File: src/rtl/dmem_access_if.sv
// dmem_access_if: data-memory request/response bus between the MEM stage and memory.
interface dmem_access_if;
    logic        mem_req_o;
    logic        mem_we_o;
    logic [31:0] mem_addr_o;
    logic [31:0] mem_wdata_o;
    logic        mem_ack_i;
    logic [31:0] mem_rdata_i;
    modport master (output mem_req_o, mem_we_o, mem_addr_o, mem_wdata_o, input mem_ack_i, mem_rdata_i);
    modport slave (input mem_req_o, mem_we_o, mem_addr_o, mem_wdata_o, output mem_ack_i, mem_rdata_i);
endinterface

File: src/rtl/dmem_access.sv
// dmem_access: MEM-stage data-memory access FSM with pipeline stall and misalignment fault.
// Defining DMEM_ACCESS_TIMEOUT_EN adds an 8-bit BUSY timeout that aborts the access with err_o.
module dmem_access (
    input  logic          clk_i,
    input  logic          rst_i,
    input  logic          valid_i,
    input  logic [1:0]    MEM_i,
    input  logic [1:0]    WB_i,
    input  logic [31:0]   ALUres_i,
    input  logic [31:0]   wdata_i,
    input  logic [4:0]    RDaddr_i,
    dmem_access_if.master bus,
    output logic [1:0]    WB_o,
    output logic [31:0]   data1_o,
    output logic [31:0]   data2_o,
    output logic [4:0]    RDaddr_o,
    output logic          stall_o,
    output logic          err_o
);
    typedef enum logic {IDLE, BUSY} state_t;
    state_t state, state_n, cur;
    logic memop, aligned, start, done, timeout;
`ifdef DMEM_ACCESS_TIMEOUT_EN
    logic [7:0] cnt;
    assign timeout = cur == BUSY && !bus.mem_ack_i && cnt == 8'hff;
`else
    assign timeout = 1'b0;
`endif
    assign memop = valid_i && MEM_i != 2'b00;
    assign aligned = ALUres_i[1:0] == 2'b00;
    // while reset is asserted the outputs behave as IDLE whatever the stored state
    assign cur = rst_i ? state : IDLE;
    assign data2_o = ALUres_i;
    assign RDaddr_o = RDaddr_i;

    always_comb begin
        state_n = cur;
        start = 1'b0;
        done = 1'b0;
        WB_o = 2'b00;
        data1_o = '0;
        stall_o = 1'b0;
        err_o = 1'b0;
        if (cur == IDLE) begin
            if (!memop) WB_o = valid_i ? WB_i : 2'b00;
            else if (aligned) begin
                stall_o = 1'b1;
                start = 1'b1;
                state_n = BUSY;
            end else err_o = 1'b1;
        end else if (bus.mem_ack_i) begin
            WB_o = WB_i;
            data1_o = bus.mem_we_o ? '0 : bus.mem_rdata_i;
            done = 1'b1;
            state_n = IDLE;
        end else if (timeout) begin
            err_o = 1'b1;
            done = 1'b1;
            state_n = IDLE;
        end else stall_o = 1'b1;
    end

    always_ff @(posedge clk_i) begin
        if (!rst_i) begin
            state <= IDLE;
            bus.mem_req_o <= 1'b0;
            bus.mem_we_o <= 1'b0;
            bus.mem_addr_o <= '0;
            bus.mem_wdata_o <= '0;
        end else begin
            state <= state_n;
            if (start) begin
                bus.mem_req_o <= 1'b1;
                bus.mem_we_o <= MEM_i == 2'b01;
                bus.mem_addr_o <= ALUres_i;
                bus.mem_wdata_o <= wdata_i;
            end
            if (done) begin
                bus.mem_req_o <= 1'b0;
                bus.mem_we_o <= 1'b0;
            end
        end
    end

`ifdef DMEM_ACCESS_TIMEOUT_EN
    always_ff @(posedge clk_i) begin
        if (!rst_i || start) cnt <= '0;
        else if (cur == BUSY && !bus.mem_ack_i) cnt <= cnt + 8'd1;
    end
`endif
endmodule

File: src/flat_wrapper.sv
// flat-port wrapper written by rule: the top's interface ports become plain ports
module dmem_access_flat 
  (clk_i, rst_i, valid_i, MEM_i, WB_i, ALUres_i, wdata_i, RDaddr_i, WB_o, data1_o, data2_o, RDaddr_o, stall_o, err_o, bus_mem_req_o, bus_mem_we_o, bus_mem_addr_o, bus_mem_wdata_o, bus_mem_ack_i, bus_mem_rdata_i);
  dmem_access_if bus_i ();
  input  logic clk_i;
  input  logic rst_i;
  input  logic valid_i;
  input  logic [1:0] MEM_i;
  input  logic [1:0] WB_i;
  input  logic [31:0] ALUres_i;
  input  logic [31:0] wdata_i;
  input  logic [4:0] RDaddr_i;
  output logic [1:0] WB_o;
  output logic [31:0] data1_o;
  output logic [31:0] data2_o;
  output logic [4:0] RDaddr_o;
  output logic stall_o;
  output logic err_o;
  output wire logic [$bits(bus_i.mem_req_o)-1:0] bus_mem_req_o;
  output wire logic [$bits(bus_i.mem_we_o)-1:0] bus_mem_we_o;
  output wire logic [$bits(bus_i.mem_addr_o)-1:0] bus_mem_addr_o;
  output wire logic [$bits(bus_i.mem_wdata_o)-1:0] bus_mem_wdata_o;
  input wire logic [$bits(bus_i.mem_ack_i)-1:0] bus_mem_ack_i;
  input wire logic [$bits(bus_i.mem_rdata_i)-1:0] bus_mem_rdata_i;
  assign bus_mem_req_o = bus_i.mem_req_o;
  assign bus_mem_we_o = bus_i.mem_we_o;
  assign bus_mem_addr_o = bus_i.mem_addr_o;
  assign bus_mem_wdata_o = bus_i.mem_wdata_o;
  assign bus_i.mem_ack_i = bus_mem_ack_i;
  assign bus_i.mem_rdata_i = bus_mem_rdata_i;
  dmem_access u_core (.clk_i(clk_i), .rst_i(rst_i), .valid_i(valid_i), .MEM_i(MEM_i), .WB_i(WB_i), .ALUres_i(ALUres_i), .wdata_i(wdata_i), .RDaddr_i(RDaddr_i), .bus(bus_i), .WB_o(WB_o), .data1_o(data1_o), .data2_o(data2_o), .RDaddr_o(RDaddr_o), .stall_o(stall_o), .err_o(err_o));
endmodule
File: config.mk
export PLATFORM = sky130hd
export DESIGN_NAME = dmem_access_flat
export DESIGN_NICKNAME = d
export VERILOG_FILES = /design/src/rtl/dmem_access_if.sv /design/src/rtl/dmem_access.sv /design/src/flat_wrapper.sv
export SDC_FILE = /design/constraint.sdc
export NUM_CORES = 1
export LEC_CHECK = 0
export BUFFER_PORTS_ARGS = -buffer_cell sky130_fd_sc_hd__buf_2
export CAP_MARGIN = 20
export CELL_PAD_IN_SITES_DETAIL_PLACEMENT = 1
export CELL_PAD_IN_SITES_GLOBAL_PLACEMENT = 2
export CORE_MARGIN = 2
export CORE_UTILIZATION = 19
export CTS_BUF_LIST = sky130_fd_sc_hd__clkbuf_8
export DETAILED_ROUTE_END_ITERATION = 8
export PLACE_DENSITY = 0.89
export SLEW_MARGIN = 20
export SYNTH_ARGS = -nofsm -noshare
export SYNTH_HDL_FRONTEND = slang
export SYNTH_SLANG_ARGS = --single-unit
File: constraint.sdc
create_clock -name clk_i -period 1.18 [get_ports clk_i]
set_input_delay 0.118 -clock clk_i [delete_from_list [all_inputs] [get_ports clk_i]]
set_output_delay 0.118 -clock clk_i [all_outputs]
set_load 0.02 [all_outputs]
# Word level (Yosys, flattened, before mapping)
# Index checks and enable logic that the tools add are counted.
# W data, S select, Z words.
totals:
  register_bits: 67
  in_bits: 109
  output_inout_bits: 139
  elab_cells: 29
classes:
  eq_ne: 1
  n_mux: 18
  bitwise: 1
  n_reduce_logical: 4
op_table:
  columns: ["cell", "n"]
  rows:
  - ["$mux W32", 3]
  - ["$mux W1", 11]
  - ["$mux W2", 4]
  - ["$eq A2 B1 Y1 const B", 1]
  - ["$logic_not A2 Y1", 1]
  - ["$reduce_bool A2 Y1", 1]
  - ["$reduce_or A2 Y1", 1]
  - ["$logic_and A1 B1 Y1", 1]
  - ["$not A1 Y1", 1]

# Depth between registers and ports, before layout
# Gate-level depths: netlist (run 1).
logic_depth:
  depth_word: 4
  depth_mapped: 6
  mapped_depth_nobuf: 3

# Least setup slack after synthesis (run 1)
# Ideal clock, no wire load.
synth_path:
  kind: "register -> output"
  from: "register u_core.state"
  to: "output port data1_o[10]"
  arrival_ns: 1.174
  required_time_ns: 1.062
  setup_slack_ns: -0.112
  path_stages_with_launch: 5
  n_path_buf: 1
  path_cell_list: "dfxtp_1 -> nand2_1 -> nor3b_2 -> clkbuf_1 -> and2_1"
synth_between:
  elab_chain_cells: 2
synth_rtl:
  columns: ["element", "line_no", "rtl"]
  rows:
  - ["from (decl)", "dmem_access.sv:21", "state_t state, state_n, cur;"]
  - ["from (signal assigned)", "dmem_access.sv:71", "state <= state_n;"]
  - ["$mux W1", "dmem_access.sv:32", "assign cur = rst_i ? state : IDLE;"]
  - ["$mux W32", "dmem_access.sv:44", "if (cur == IDLE) begin"]
  - ["to (decl)", "flat_wrapper.sv:14", "output logic [31:0] data1_o;"]
# Every way passes these cells.

# Final worst setup path (run 1)
layout_path:
  from: "register u_core.state"
  to: "output port data1_o[16]"
# The elaborated chain is that of the path after synthesis.

==> results of run 1 <==
power breakdown:
group	internal [mW]	leakage (nW)	total, mW	switching [mW]
combinational	0.569	2.18	1.12	0.553
clock	1.10	0.113	2.01	0.903
sequential	2.33	0.545	2.36	0.0345
total	4.00	2.84	5.49	1.49
state kept, by name, summed over array words and instances, names as in the netlist:
| name | cells |
|---|---|
| u_core.bus.mem_we_o | 1 |
| u_core.bus.mem_addr_o | 32 |
| u_core.bus.mem_req_o | 1 |
| u_core.bus.mem_wdata_o | 32 |
| u_core.state | 1 |
cells by family (layout without fill, tap and decap cells):
| logic type | count (synthesis) | after routing | synth area share |
|---|---|---|---|
| compound gates | 8 | 8 | 0.0172 |
| buf+inv | 63 | 352 | 0.150 |
| flops | 67 | 67 | 0.409 |
| mux | 62 | 62 | 0.189 |
| simple gates | 171 | 171 | 0.234 |
critical path: stages (launching register included):
cell	delay [ps]
dfxtp_4	370
nand2_4	50
nor3b_4	210
buf_4	160
buf_12	130
and2_2	160
buf_6	120
through the flow:
| step | TNS (ps) | power (mW) | hold slack, ps |
|---|---|---|---|
| CTS | -41910 | 5.62 | 0.768 |
| global placement | -9050 | 3.26 | 236 |
| global route | -48430 | 5.80 | 2.40 |
| floorplan | -3450 | 2.97 | 225 |
| detailed placement | -13940 | 3.27 | 236 |
| finish | -39200 | 5.49 | 29.0 |
placed cells by master (no fill, tap or decap), drive strengths merged, types with 2 or more instances in the layout:
master | Yosys | layout
a21boi | 2 | 2
mux2i | 62 | 62
and3 | 3 | 3
dlygate4sd3 | 0 | 54
and2 | 32 | 32
dfxtp | 67 | 67
nor2 | 2 | 2
buf | 47 | 281
clkbuf | 15 | 15
inv | 1 | 2
a31oi | 2 | 2
nand2 | 127 | 127
nor2b | 2 | 2
final timing paths:
| check | to | slack [ps] | depth (start not counted) |
|---|---|---|---|
| max | data1_o[16] | -480 | 6 |
| min | u_core.bus.mem_wdata_o[18] | 30 | 3 |
| min reg2reg | u_core.bus.mem_wdata_o[21] | 450 | 2 |
| max reg2reg | u_core.bus.mem_addr_o[28] | -410 | 7 |
per-layer routing:
layer	share of wire	wire length, um	track usage
met5	0	0	0
met2	0.55	6810	0.255
met1	0.38	4710	0.135
met4	0.019	229	0.0428
met3	0.043	528	0.0374
Yosys cell counts, types with 2 or more instances:
cell	instances	area [um2]
a21boi_0	2	15.0
a31oi_1	2	12.5
and2_1	32	200
and3_1	3	18.8
buf_12	6	120
buf_2	2	10.0
buf_4	37	278
buf_6	2	22.5
clkbuf_1	15	56.3
dfxtp_1	67	1340
mux2i_1	62	621
nand2_1	127	477
nor2_1	2	7.51
nor2b_1	2	12.5
what timing repair did:
item                                   CTS  global route
setup endpoints to repair              103           103
gates resized for setup                116            12
pin swaps                                4            17
buffers inserted                         9             5
cloned                                   7             0
endpoints found under the hold margin   54             0
hold buffers                            54             0
final cells by class:
class                   instances  area (um2)  share of cell area
clock buffers                  15         206              0.0347
clock inverters                 1        3.75            0.000631
inverters                       1        3.75            0.000631
multi-input cells             241        1580               0.266
flip-flops and latches         67        1350               0.226
well taps                     225         282              0.0473
repair buffers                335        2530               0.424
==> flow_metrics.tcl, run 1 <==
set metrics [dict create \
    die_height_um 135 \
    fillers 2037 \
    grt_antenna_before_repair 0 \
    cts_buffers 9 \
    fin_ws_ps -483 \
    design_area_mm2 0.00595 \
    cp_max_fo 16 \
    grt_pass1_vias 3666 \
    grt_pass1_wl_mm 18.6 \
    portBuffers 237 \
    synth_edf_count 0 \
    finalHoldViolCount 0 \
    syn_avg_cell_area_um2 8.83 \
    synth.distinct_cells 24 \
    irDropWorstVdd_mv 0.636 \
    rows 48 \
    num_antenna_cells 0 \
    min_period_ps 1660 \
    fin_skew_ps 7.16 \
    start_util 0.192 \
    synth_area_mm2 0.00328 \
    postRouteAntennaNets 0 \
    grt_max_degree 48 \
    clk_latency_ps 360 \
    critPathKind "flip-flop to output pin" \
    p_leak_nw 2.84 \
    utilization 0.349 \
    wl_per_cell_um 13.9 \
    dp_slack_ps -202 \
    timing.rr.start "u_core.state" \
    cts.path.max_buffers 2 \
    ys_warn_count 0 \
    drtIter0Drc 67 \
    yosysSeqAreaShare 0.409 \
    grt_remaining_overflow 0 \
    viasPerCell 3.89 \
    place_congestion 0.737 \
    tightest_slew_ps 400 \
    crit_path_end_kind "output pin" \
    ios 248 \
    violations "negative setup slack" \
    synth_ff_type "dfxtp_1" \
    fp.dieW_um 135 \
    worst_ep_arrival_time_ps 1540 \
    hold_path_class "input port to flip-flop" \
    grt_usage 0.131 \
    dp_hpwl_mm 7.77 \
    clock_sink_count 67 \
    crit_start "u_core.state" \
    syn_nets 480 \
    first_pass_iters 4 \
    maxCapViolCount 0 \
    route.detailed.drc 0 \
    worstHoldStart "wdata_i[18]" \
    synth-seq-cells 67 \
    cp-start-kind "flip-flop" \
    rsz0062_at_grt "yes" \
    cts_tree "built" \
    cts_root_buf "clkbuf_8" \
    fin_cells 885 \
    synthToLayoutAreaGrowth_pct 81.6 \
    core_area_mm2 0.0171 \
    fin_nets 764 \
    dp_cells 797 \
    vias 3440 \
    path_clk_slew_ps 80 \
    slew_viol_final 0 \
    ys_async_sr_fraction 0 \
    outcome "finished, violations left" \
    h-tree-depth 3 \
    syn_inst 371 \
    dieArea_mm2 0.0183 \
    slew_headroom 0.733 \
    placed_area_mm2 0.00456 \
    finalSetupViolCount 103 \
    clock.fmax_mhz 601 \
    cp.required_ps 1060 \
    wirelength_mm 12.3 \
    layout-drive-gt1-share 0.517 \
    p_per_area_mw_per_mm2 922 \
    period_share 1.41 \
]
Note: power is estimated with default switching activity, not from simulation.
==> inputs of run 2 (changes only) <==
--- a/config.mk
+++ b/config.mk
@@ -9,10 +9,11 @@
 export CAP_MARGIN = 20
 export CELL_PAD_IN_SITES_DETAIL_PLACEMENT = 1
 export CELL_PAD_IN_SITES_GLOBAL_PLACEMENT = 2
-export CORE_MARGIN = 2
+export CORE_MARGIN = 3
 export CORE_UTILIZATION = 19
 export CTS_BUF_LIST = sky130_fd_sc_hd__clkbuf_8
 export DETAILED_ROUTE_END_ITERATION = 8
+export HOLD_SLACK_MARGIN = 0.06
 export PLACE_DENSITY = 0.89
 export SLEW_MARGIN = 20
 export SYNTH_ARGS = -nofsm -noshare
==> run 2 against run 1 <==
Against the previous run: setup slack gained 69 ps; utilization shrank 0.29 points; fmax grew 4.3%; combinational power is essentially flat; the flow still finishes with violations (negative setup slack); largest power group unchanged; largest cell class unchanged; clock power grew 5%; final area shrank 2.6%; non-clock buffer count shrank 4; clock skew grew 3.5 ps.
==> flow_metrics.tcl, run 2 (synthesis results as in run 1) <==
set metrics [dict create \
    cts_buffers 9 \
    tightest_slew_ps 396 \
    cts_tree "built" \
    start_util 0.196 \
    cts.path.max_buffers 2 \
    vias 3425 \
    crit_path_end_kind "output pin" \
    clock_sink_count 67 \
    cp_max_fo 16 \
    maxCapViolCount 0 \
    dp_cells 789 \
    wirelength_mm 12.5 \
    synthToLayoutAreaGrowth_pct 77.0 \
    grt_usage 0.127 \
    layout-drive-gt1-share 0.495 \
    power_mw 5.57 \
    outcome "finished, violations left" \
    irDropWorstVdd_mv 0.550 \
    grt_pass1_vias 3617 \
    slew_viol_final 0 \
    core_area_mm2 0.0168 \
    final_cell_mix "buf_2 (200), nand2_1 (126), dfxtp_1 (65)" \
    p_per_area_mw_per_mm2 960 \
    finalSetupViolCount 98 \
    hold_path_class "input port to flip-flop" \
    dp_hpwl_mm 8.20 \
    fin_nets 760 \
    route.detailed.drc 0 \
    wl_per_cell_um 14.3 \
    finalHoldViolCount 0 \
    postRouteAntennaNets 0 \
    grt_remaining_overflow 0 \
    period_share 1.35 \
    cp.required_ps 1060 \
    grt_max_degree 83 \
    p_leak_nw 2.76 \
    first_pass_iters 4 \
    portBuffers 237 \
    place_congestion 0.731 \
    fin_skew_ps 10.6 \
    grt_pass1_wl_mm 18.7 \
    drtIter0Drc 81 \
    largestRegisters "u_core.bus.mem_addr_o (32), u_core.bus.mem_wdata_o (32)" \
    violations "negative setup slack" \
    viasPerCell 3.91 \
    fin_ws_ps -414 \
    clk_latency_ps 350 \
    slew_headroom 0.736 \
    cts_root_buf "clkbuf_8" \
    ios 248 \
    path_clk_slew_ps 80 \
    min_period_ps 1590 \
    worst_ep_arrival_time_ps 1480 \
    rows 47 \
    reg2reg_slack_ps -380 \
    cp-start-kind "flip-flop" \
    critPathKind "flip-flop to output pin" \
    rsz0062_at_grt "yes" \
    die_height_um 137 \
    h-tree-depth 3 \
    grt_antenna_before_repair 0 \
    clock.fmax_mhz 627 \
    fp.dieW_um 137 \
    fin_cells 876 \
    num_antenna_cells 0 \
    dieArea_mm2 0.0189 \
    layout_commonest_cell "buf_2" \
]
-- run 2: changes by cell type in the layout (fill, tap and decap cells not counted), sizes merged --
cell	delta
buf	-14
dlygate4sd3	+10
clkbuf	-6
clkinvlp	+3
bufinv	+2
clkinv	+2
inv	-1
-- run 2: repair_timing --
| item | 4_1_cts | 5_1_grt |
|---|---|---|
| resized for setup | 86 | 18 |
| endpoints found under the hold margin | 64 | 0 |
| hold buffers | 64 | 0 |
| cloned | 4 | 0 |
| buffers inserted | 6 | 1 |
| pin swaps | 2 | 3 |
| setup endpoints to repair | 100 | 103 |
-- run 2: path summary, 6_finish.rpt --
check / startpoint / to / cells past startpoint
setup / recovery: u_core.state / data1_o[21] / 5
hold / removal: bus_mem_ack_i / u_core.state / 3
hold reg to reg: u_core.bus.mem_req_o / u_core.bus.mem_req_o / 2
setup reg to reg: u_core.state / u_core.bus.mem_addr_o[26] / 6
-- run 2: per-stage QoR --
step	setup TNS [ps]	setup WS, ps	util	cell area, um2	hold WS [ps]
2_1_floorplan	-3450	-57.5	-	3320	225
3_3_place_gp	-12490	-175	0.270	4530	236
3_5_place_dp	-15980	-240	0.270	4530	236
4_1_cts	-41440	-495	0.348	5820	82.2
5_1_grt	-44520	-520	0.346	5800	108
6_report	-34500	-414	0.346	5800	112
-- run 2: worst max-delay path, stage by stage (launching register included) --
cell,delay (ps)
dfxtp_4,380
nand2_4,60
nor3b_4,210
buf_6,200
and2_2,170
buf_6,110
-- run 2: layer usage --
layer / up-vias / track usage / wire, um
met5: - / 0 / 0
met4: 0 / 0.0399 / 214
met3: 18 / 0.0358 / 676
met2: 115 / 0.235 / 6740
met1: 1582 / 0.138 / 4900
li1: 1710 / - / -
-- run 2: final cells by class --
type | instances | area (um2)
timing repair buffer | 331 | 2410
sequential | 67 | 1350
clock inverter | 7 | 92.6
fill | 1997 | 11000
inverter | 1 | 3.75
clock buffer | 9 | 124
tap | 220 | 275
multi-input combinational | 241 | 1550
-- run 2: where the power goes --
group | internal (mW) | total [mW] | switching (mW)
Sequential | 2.33 | 2.36 | 0.0353
Combinational | 0.549 | 1.09 | 0.544
Clock | 1.18 | 2.11 | 0.933
==> inputs of run 3 (changes only) <==
--- a/config.mk
+++ b/config.mk
@@ -7,10 +7,10 @@
 export LEC_CHECK = 0
 export BUFFER_PORTS_ARGS = -buffer_cell sky130_fd_sc_hd__buf_2
 export CAP_MARGIN = 20
-export CELL_PAD_IN_SITES_DETAIL_PLACEMENT = 1
-export CELL_PAD_IN_SITES_GLOBAL_PLACEMENT = 2
+export CELL_PAD_IN_SITES_DETAIL_PLACEMENT = 0
+export CELL_PAD_IN_SITES_GLOBAL_PLACEMENT = 1
 export CORE_MARGIN = 3
-export CORE_UTILIZATION = 19
+export CORE_UTILIZATION = 25
 export CTS_BUF_LIST = sky130_fd_sc_hd__clkbuf_8
 export DETAILED_ROUTE_END_ITERATION = 8
 export HOLD_SLACK_MARGIN = 0.06
==> run 3 against run 2 <==
Against the previous run: the run still ends with negative setup slack left; critical path depth increased by 1; final area increased by 0.30%; fmax decreased by 6.2%; utilization increased by 11 points; first-iteration DRC count increased by 57%; worst hold slack improved by 87 ps; routed wire length decreased by 8.9%; die area decreased by 23%; sequential power about the same; via count increased by 0.64%; clock skew about the same; power decreased by 8.7%; critical path type unchanged; largest power group unchanged.
==> flow_metrics.tcl, run 3 (synthesis results as in run 1) <==
set metrics [dict create \
    grt_pass1_wl_mm 16.5 \
    cts_buffers 9 \
    grt_max_degree 75 \
    core_area_mm2 0.0127 \
    rsz0062_at_grt "yes" \
    dieArea_mm2 0.0145 \
    postRouteAntennaNets 0 \
    drtIter0Drc 127 \
    worst_ep_arrival_time_ps 1580 \
    num_antenna_cells 0 \
    grt_pass1_vias 3348 \
    portBuffers 237 \
    p_per_area_mw_per_mm2 875 \
    fin_skew_ps 10.8 \
    grt_usage 0.140 \
    layout-drive-gt1-share 0.502 \
    irDropWorstVdd_mv 0.360 \
    switching_share 0.286 \
    cp-start-kind "flip-flop" \
    viasPerCell 4.10 \
    violations "negative setup slack" \
    wl_per_cell_um 13.6 \
    p_leak_nw 2.84 \
    largestRegisters "u_core.bus.mem_addr_o (32), u_core.bus.mem_wdata_o (32)" \
    grt_antenna_before_repair 0 \
    slew_viol_final 0 \
    die_height_um 120 \
    min_period_ps 1700 \
    clock.fmax_mhz 589 \
    tightest_slew_ps 575 \
    switching_power_mw 1.46 \
    utilization 0.457 \
    outcome "finished, violations left" \
    h-tree-depth 3 \
    fin_ws_ps -519 \
    first_pass_iters 7 \
    place_congestion 0.830 \
    clk_latency_ps 330 \
    vias 3447 \
    final_cell_mix "buf_2 (201), nand2_1 (126), dfxtp_1 (65)" \
    slew_headroom 0.615 \
    cts.path.max_buffers 2 \
    placed_area_mm2 0.00449 \
    wirelength_mm 11.4 \
    layout_commonest_cell "buf_2" \
    fp.dieW_um 120 \
    path_clk_slew_ps 80 \
    ios 248 \
    cts_tree "built" \
    finalHoldViolCount 0 \
    internal-power_mw 3.63 \
    pwr-share-clk 0.317 \
    dp_hpwl_mm 6.91 \
    finalSetupViolCount 103 \
    cp_max_fo 6 \
    maxCapViolCount 0 \
    critPathKind "flip-flop to output pin" \
    seq_power_share 0.464 \
    rows 41 \
    synthToLayoutAreaGrowth_pct 77.5 \
    start_util 0.258 \
    cts_root_buf "clkbuf_8" \
    grt_remaining_overflow 0 \
    crit_path_end_kind "output pin" \
    hold_path_class "input port to flip-flop" \
    fin_nets 773 \
    period_share 1.44 \
    design_area_mm2 0.00582 \
    fillers 1235 \
    clock_sink_count 67 \
    route.detailed.drc 0 \
    p_comb_frac 0.219 \
    cp.required_ps 1060 \
]
[run 3: cell types whose count changed in the layout (fill, tap and decap cells not counted), sizes merged]
| cell | delta |
|---|---|
| buf | +14 |
| bufinv | -2 |
| clkinv | +1 |
| clkinvlp | -1 |
| dlygate4sd3 | -1 |
| inv | +2 |
[run 3: power groups by stage]
stage / sequential (mW) / clock [mW] / combinational, mW
6_report: 2.36 / 1.61 / 1.11
5_1_grt: 2.37 / 1.82 / 1.19
4_1_cts: 2.36 / 1.71 / 1.09
3_5_place_dp: 2.41 / 0 / 0.841
3_3_place_gp: 2.41 / 0 / 0.838
2_1_floorplan: 2.49 / 0 / 0.476
[run 3: area by class of cell]
class	instances	area [um2]	share of cell area
Multi-Input combinational cell	241	1560	0.269
Clock inverter	7	37.5	0.00645
Clock buffer	9	124	0.0213
Timing Repair Buffer	344	2530	0.435
Tap cell	172	215	0.0370
Sequential cell	67	1340	0.231
Inverter	1	3.75	0.000645
[run 3: per-layer routing]
metal | vias to the layer above | global-route usage | share of wire
met1 | 1584 | 0.158 | 0.40
met4 | 0 | 0.0382 | 0.017
met3 | 16 | 0.0360 | 0.049
li1 | 1730 | - | -
met2 | 117 | 0.259 | 0.53
met5 | - | 0 | 0
[run 3: critical path: stages, from the launching register on]
cell,delay (ps)
dfxtp_2,370
nand2_4,70
nor3b_4,270
buf_6,140
buf_4,130
and2_2,150
buf_6,110
[run 3: path summary, 6_finish.rpt]
check                                          startpoint                   endpoint  slack [ps]  depth (start not counted)
worst max-delay path                         u_core.state                 data1_o[6]        -520                          6
worst min-delay path                        bus_mem_ack_i       u_core.bus.mem_req_o         200                          4
worst max register to register               u_core.state  u_core.bus.mem_addr_o[18]        -460                          8
worst min register to register  u_core.bus.mem_addr_o[23]  u_core.bus.mem_addr_o[23]         450                          2
[run 3: metrics by stage]
step | hold WS, ps | setup slack, ps | std cells | power, mW | TNS, ps
floorplan | 225 | -57.5 | 371 | 2.97 | -3450
global placement | 236 | -128 | 744 | 3.25 | -8230
detailed placement | 236 | -205 | 744 | 3.25 | -11550
CTS | 132 | -451 | 836 | 5.16 | -36470
global route | 177 | -575 | 841 | 5.38 | -45400
finish | 199 | -519 | 841 | 5.09 | -39940
[run 3: repair_timing]
item                       CTS  global route
pin swaps                    2            25
hold buffers                63             0
setup endpoints to repair  103           103
gates cloned                 4             4
buffers inserted            11             7
resized for setup           52            92
hold endpoints to repair    63             0
